<file path="src/rtl/n1_dsp_pkg.sv">
// Shared types for the N1 DSP adder arbiter: requester id, in-flight tag, adder width.
package n1_dsp_pkg;

  localparam int N1_DSP_ADD_W = 16;

  typedef enum logic {REQ_FC, REQ_ALU} dsp_req_t;

  typedef struct packed {
    logic     valid;
    dsp_req_t id;
    logic     sub;
  } dsp_tag_t;

endpackage

</file>
<file path="src/rtl/n1_dsp_arb_pipe.sv">
// LAT-deep delay line carrying the tag and raw 17-bit adder output of each issued op.
// Never stalls; both resets clear every stage so in-flight ops vanish.
module n1_dsp_arb_pipe
  import n1_dsp_pkg::*;
#(
  parameter int LAT = 1
) (
  input  logic                  clk_i,
  input  logic                  async_rst_i,
  input  logic                  sync_rst_i,
  input  logic                  vld_i,
  input  logic                  id_i,
  input  logic                  sub_i,
  input  logic [N1_DSP_ADD_W:0] sum_i,
  output logic                  vld_o,
  output logic                  id_o,
  output logic                  sub_o,
  output logic [N1_DSP_ADD_W:0] sum_o,
  output logic                  busy_o
);

  dsp_tag_t              tag_q [LAT];
  logic [N1_DSP_ADD_W:0] sum_q [LAT];

  always_ff @(posedge clk_i or posedge async_rst_i) begin
    if (async_rst_i) begin
      for (int i = 0; i < LAT; i++) begin
        tag_q[i] <= '0;
        sum_q[i] <= '0;
      end
    end else if (sync_rst_i) begin
      for (int i = 0; i < LAT; i++) begin
        tag_q[i] <= '0;
        sum_q[i] <= '0;
      end
    end else begin
      tag_q[0] <= '{valid: vld_i, id: dsp_req_t'(id_i), sub: sub_i};
      sum_q[0] <= sum_i;
      for (int i = 1; i < LAT; i++) begin
        tag_q[i] <= tag_q[i-1];
        sum_q[i] <= sum_q[i-1];
      end
    end
  end

  always_comb begin
    busy_o = 1'b0;
    for (int i = 0; i < LAT; i++) begin
      busy_o = busy_o | tag_q[i].valid;
    end
  end

  assign vld_o = tag_q[LAT-1].valid;
  assign id_o  = tag_q[LAT-1].id;
  assign sub_o = tag_q[LAT-1].sub;
  assign sum_o = sum_q[LAT-1];

endmodule

</file>
<file path="src/rtl/n1_dsp_arb.sv">
// Shares one pipelined add/sub between flow control (FC) and ALU with starvation guard.
// Grant is combinational; results return LAT cycles after ack, in issue order.
module n1_dsp_arb
  import n1_dsp_pkg::*;
#(
  parameter int LAT        = 1,
  parameter int STARVE_LIM = 3
) (
  input  logic        clk_i,
  input  logic        async_rst_i,
  input  logic        sync_rst_i,
  input  logic        fc_req_i,
  input  logic [15:0] fc_op0_i,
  input  logic [15:0] fc_op1_i,
  output logic        fc_ack_o,
  output logic        fc_rdy_o,
  output logic [15:0] fc_res_o,
  input  logic        alu_req_i,
  input  logic        alu_sub_add_b_i,
  input  logic [15:0] alu_op0_i,
  input  logic [15:0] alu_op1_i,
  output logic        alu_ack_o,
  output logic        alu_rdy_o,
  output logic [16:0] alu_res_o,
  output logic        busy_o
);

  localparam int SW = (STARVE_LIM < 2) ? 1 : $clog2(STARVE_LIM + 1);
  localparam logic [SW-1:0] STARVE_MAX = SW'(STARVE_LIM);

  logic [SW-1:0]             starve_q, starve_d;
  logic [N1_DSP_ADD_W-1:0]   fc_res_q, fc_res_d;
  logic [N1_DSP_ADD_W:0]     alu_res_q, alu_res_d;

  logic                      rst_any;
  logic                      alu_force;
  logic                      fc_gnt;
  logic                      alu_gnt;
  logic [N1_DSP_ADD_W-1:0]   add_a;
  logic [N1_DSP_ADD_W-1:0]   add_b;
  logic                      add_sub;
  logic [N1_DSP_ADD_W:0]     add_sum;

  logic                      p_vld;
  logic                      p_id;
  logic                      p_sub;
  logic [N1_DSP_ADD_W:0]     p_sum;
  logic [N1_DSP_ADD_W:0]     p_alu_res;

  assign rst_any = async_rst_i | sync_rst_i;

  // A reset cycle issues nothing, so no ack is ever given for an op that gets dropped.
  always_comb begin
    alu_force = alu_req_i && (starve_q == STARVE_MAX);
    fc_gnt    = fc_req_i && !alu_force && !rst_any;
    alu_gnt   = alu_req_i && !fc_gnt && !rst_any;

    starve_d = '0;
    if (alu_req_i && !alu_gnt) begin
      starve_d = (starve_q == STARVE_MAX) ? starve_q : starve_q + 1'b1;
    end
  end

  always_comb begin
    add_a   = fc_op1_i;
    add_b   = fc_op0_i;
    add_sub = 1'b0;
    if (alu_gnt) begin
      add_a   = alu_op1_i;
      add_b   = alu_op0_i;
      add_sub = alu_sub_add_b_i;
    end
    add_sum = {1'b0, add_a} + {1'b0, add_sub ? ~add_b : add_b}
            + {{N1_DSP_ADD_W{1'b0}}, add_sub};
  end

  n1_dsp_arb_pipe #(.LAT(LAT)) u_pipe (
    .clk_i       (clk_i),
    .async_rst_i (async_rst_i),
    .sync_rst_i  (sync_rst_i),
    .vld_i       (fc_gnt | alu_gnt),
    .id_i        (alu_gnt),
    .sub_i       (add_sub),
    .sum_i       (add_sum),
    .vld_o       (p_vld),
    .id_o        (p_id),
    .sub_o       (p_sub),
    .sum_o       (p_sum),
    .busy_o      (busy_o)
  );

  // Carry out of the ~op0+1 form is the inverse of borrow.
  assign p_alu_res = {p_sum[N1_DSP_ADD_W] ^ p_sub, p_sum[N1_DSP_ADD_W-1:0]};

  always_comb begin
    fc_rdy_o  = p_vld && (dsp_req_t'(p_id) == REQ_FC)  && !sync_rst_i;
    alu_rdy_o = p_vld && (dsp_req_t'(p_id) == REQ_ALU) && !sync_rst_i;
    fc_res_d  = fc_rdy_o  ? p_sum[N1_DSP_ADD_W-1:0] : fc_res_q;
    alu_res_d = alu_rdy_o ? p_alu_res : alu_res_q;
  end

  always_ff @(posedge clk_i or posedge async_rst_i) begin
    if (async_rst_i) begin
      starve_q  <= '0;
      fc_res_q  <= '0;
      alu_res_q <= '0;
    end else if (sync_rst_i) begin
      starve_q  <= '0;
      fc_res_q  <= '0;
      alu_res_q <= '0;
    end else begin
      starve_q  <= starve_d;
      fc_res_q  <= fc_res_d;
      alu_res_q <= alu_res_d;
    end
  end

  assign fc_ack_o  = fc_gnt;
  assign alu_ack_o = alu_gnt;
  assign fc_res_o  = fc_res_d;
  assign alu_res_o = alu_res_d;

endmodule

</file>
<file path="config.mk">
export PLATFORM = sky130hd
export DESIGN_NAME = n1_dsp_arb
export DESIGN_NICKNAME = d
export VERILOG_FILES = /design/src/rtl/n1_dsp_pkg.sv /design/src/rtl/n1_dsp_arb_pipe.sv /design/src/rtl/n1_dsp_arb.sv
export SDC_FILE = /design/constraint.sdc
export NUM_CORES = 1
export LEC_CHECK = 0
export ABC_AREA = 1
export BUFFER_PORTS_ARGS = -buffer_cell sky130_fd_sc_hd__buf_2
export CORE_MARGIN = 10
export CORE_UTILIZATION = 57
export DETAILED_ROUTE_END_ITERATION = 8
export GPL_TIMING_DRIVEN = 0
export PLACE_DENSITY = 0.95
export SYNTH_ARGS = -nofsm -noshare
export SYNTH_HDL_FRONTEND = slang
export SYNTH_SLANG_ARGS = --single-unit
</file>
<file path="constraint.sdc">
create_clock -name clk_i -period 5.7 [get_ports clk_i]
set_clock_uncertainty 0.15 [all_clocks]
set_input_delay 1.14 -clock clk_i [delete_from_list [all_inputs] [get_ports clk_i]]
set_output_delay 1.14 -clock clk_i [all_outputs]
set_load 0.01 [all_outputs]
</file>
==> impl_results.md <==
* Critical path cell sequence: buf_2, nor2_1, nand3_2, clkinv_1, buf_1, nand2_1, o21ai_0, inv_1, fa_1, nand3_1, nand2_1, a21boi_0, o21ai_0, inv_1, o21ai_0, o21ai_0, a21oi_1
* Setup ws final at 1.62 ns
* Skew-Pair Late Insertion Delay at 0.30 ns
* Htree depth at 2
* CP Class: primary input to flop
* Main flop type after synthesis: dfrtp_1
* RSZ-0062 raised after global routing: false
* Logic pwr share at 28.9%
* CP max-delay cell: fa_1
* Max rail drop VDD at 0.000192 V
* Std cell rows at 29
* Sw Ratio at 32.6%
* PostCTS Resize Cnt at 0
* Layout cell share with drive strength beyond 1 at a little over a quarter
* Num CTS Buffers at 5
* Die Area at 10,200 sq um
* Antenna-violating nets left at 0
* Crit path capture type: flop
* Area Growth Syn to Fin at 19.7%
* CTS clock-pin slew for the worst setup and hold paths at 0.10 ns
* IO Port Bufs at about 110
* FMAX at 245 MHz
* Area of the core at about 6300 sq um
* Drt pass-1 iters at 4
* Largest net degree at the start of global routing at 31
* Seq/Total Area, Yosys at 37.0%
* WL per Instance at approximately 14 microns
* Leak at 2.70 nW
* Unique cell type count in the Yosys netlist at 31
* Root Driver: clkbuf_8
* Psw at 291 uW
* CTS sink cnt at 55
* DR vias/cell at 5.16
* Initial Util at 58.6%
* Post-Syn Nets at 596
* Max cap viols at 0
* Syn avg cell area at around 7.3 sq um
* Setup-failing EPs final at 0
* CTS tree: done
* Rel. slew slack at 64.4%
* Post-synth EDFFs at 0
* Slew Limit Fails at 0
* Post-CTS Hold Fix Bufs at 0
* Die height at between 100 and 150 microns
* Post-CTS setup buffer count at 0
* Hpwl dp at 8030 microns
* Critical Path AT at 4.12 ns
* WP data required at between 5 and 6 ns
* Layout fillers at 516
* Antenna violations before repair at 0
* Pwr per Cell Area at between 200 and 250 nW/um^2
* Seq cells post-synth at 55
* Asr flop ratio synth at 100%
* Dpl ws at 1.35 ns
* Fin crit share at just over 70%
* Yosys warning count at 0
* Startpoint types: primary input
* Final-stage net count at 710
* I/O pins at 108
* Internal at 600 uW
* Hold Path Depth at 2
* Cell mode on critical path: o21ai_0
* Period minus WS final at 4.08 ns
* Mapped Area at ~3700 sq um
* First DRT Iteration DRCs at ~210
* Gr ovfl total at 0
* RD Place Congestion at 0.911
* Hold crit path type: flop to flop
* Clock buffer depth at 2
* Status: complete, no violations
* CP max stage delay at 0.47 ns
* Worst slew pin tran at 0.533 ns
* First-pass GRT wire length at ~16,000 microns
* Die width at 101 microns
* Vias in the first global route at 3,818
* Antenna diodes at 0
* Vias at between 3,000 and 4,000
* Clk pwr share at between 20 and 25%
* Crit-path max FO at 10
* DRT Wirelength at 9540 microns
* Aggregate global-route resource usage at a little under a fifth
* Worst reg2reg path depth at 18
* Setup TNS at 0 ns
* Synthesized instance count at 509
* DRC viols at 0
* Final Hold Viols at 0
* Part of the power in registers at 47.9%
-- cell usage in the layout, fill, tap and decap left out, types with 4 or more instances in the layout --
master and n:
nand3_1 10, nand3_2 4, xnor2_1 16, ha_1 16, a21oi_1 41, nor2_1 39
inv_1 89, clkbuf_1 16, or2_2 33, buf_2 109, nand2_2 10, nand2_1 89
clkbuf_8 5, a211oi_1 17, dfrtp_1 55, o21ai_0 43, o21ai_1 4
-- synth_stat cells, types with 4 or more instances --
library cell | n | area share, %
or2_2 | 33 | 5.6
nand3_1 | 10 | 1.3
nand2_2 | 10 | 1.7
o21ai_1 | 4 | 0.54
clkbuf_1 | 16 | 1.6
dfrtp_1 | 55 | 37
inv_1 | 90 | 9.1
o21ai_0 | 43 | 5.8
xnor2_1 | 16 | 3.8
a211oi_1 | 17 | 3.4
ha_1 | 16 | 5.4
nand3_2 | 4 | 1.1
nor2_1 | 39 | 3.9
nand2_1 | 89 | 9.0
a21oi_1 | 41 | 5.5
-- state kept, by name, summed over array words and instances (netlist names) --
signal / flops
starve_q: 2
u_pipe.sub_o: 1
u_pipe.busy_o: 1
alu_res_q: 17
u_pipe.id_o: 1
u_pipe.sum_o: 17
fc_res_q: 16
-- cell families after synthesis --
group           Yosys count  synth area share [%]
mux                       1                 0.269
flops                    55                  37.0
compound gates          112                  16.7
fa+ha+maj                17                  5.92
buf+inv                 111                  11.3
xor+xnor                 18                  4.24
simple gates            195                  24.6
-- metal layers --
layer	vias up	GRT usage, %	share of wire (%)
met5	-	0	0
met4	0	6.20	1.4
met3	12	4.66	8.6
met2	158	32.2	46
met1	1625	23.3	44
li1	1823	-	-
-- cell type report --
cell class | count | area (sq um) | share of cell area [%]
multi-input combinational | 343 | 1920 | 43.2
sequential | 55 | 1380 | 30.9
timing repair buffer | 107 | 551 | 12.4
inverter | 91 | 342 | 7.68
tap | 77 | 96.3 | 2.17
buffer | 20 | 78.8 | 1.77
clock buffer | 5 | 68.8 | 1.55
clock inverter | 3 | 15.0 | 0.337
-- critical path: cells and delay by family --
| family | cells | cell delay, ns |
|---|---|---|
| AO/OA/AOI/OAI | 6 | 0.89 |
| buffers and inverters | 5 | 0.88 |
| AND/OR/NAND/NOR | 5 | 0.72 |
| adder cells (fa/ha/maj) | 1 | 0.47 |
-- path summary, 6_finish.rpt --
path / start / endpoint / slack, ns
setup / recovery: sync_rst_i / u_pipe.sum_o[10] / 1.62
hold / removal: u_pipe.sum_o[8] / fc_res_q[8] / 0.40
setup reg to reg: starve_q[0] / u_pipe.sum_o[10] / 2.14
hold reg to reg: u_pipe.sum_o[8] / fc_res_q[8] / 0.40
max in group asynchronous: async_rst_i / fc_res_q[12] / 4.12
min in group asynchronous: async_rst_i / starve_q[1] / 0.75
-- power groups by stage --
stage | registers (mW) | logic, mW | clock network (mW)
2_1_floorplan | 0.429 | 0.177 | 0
3_3_place_gp | 0.432 | 0.246 | 0
3_5_place_dp | 0.435 | 0.256 | 0
4_1_cts | 0.427 | 0.257 | 0.209
5_1_grt | 0.430 | 0.294 | 0.222
6_report | 0.427 | 0.257 | 0.206
-- through the flow --
stage | utilization [%] | cells | hold slack, ns | total power, mW | cell area, sq um
6_report | 70.1 | 701 | 0.402 | 0.890 | 4450
3_3_place_gp | 68.4 | 692 | 0.372 | 0.678 | 4350
5_1_grt | 70.1 | 701 | 0.454 | 0.945 | 4450
2_1_floorplan | - | 509 | 0.358 | 0.606 | 3720
3_5_place_dp | 68.7 | 693 | 0.393 | 0.690 | 4370
4_1_cts | 70.1 | 701 | 0.405 | 0.893 | 4450
(Power assumes the default switching activity.)
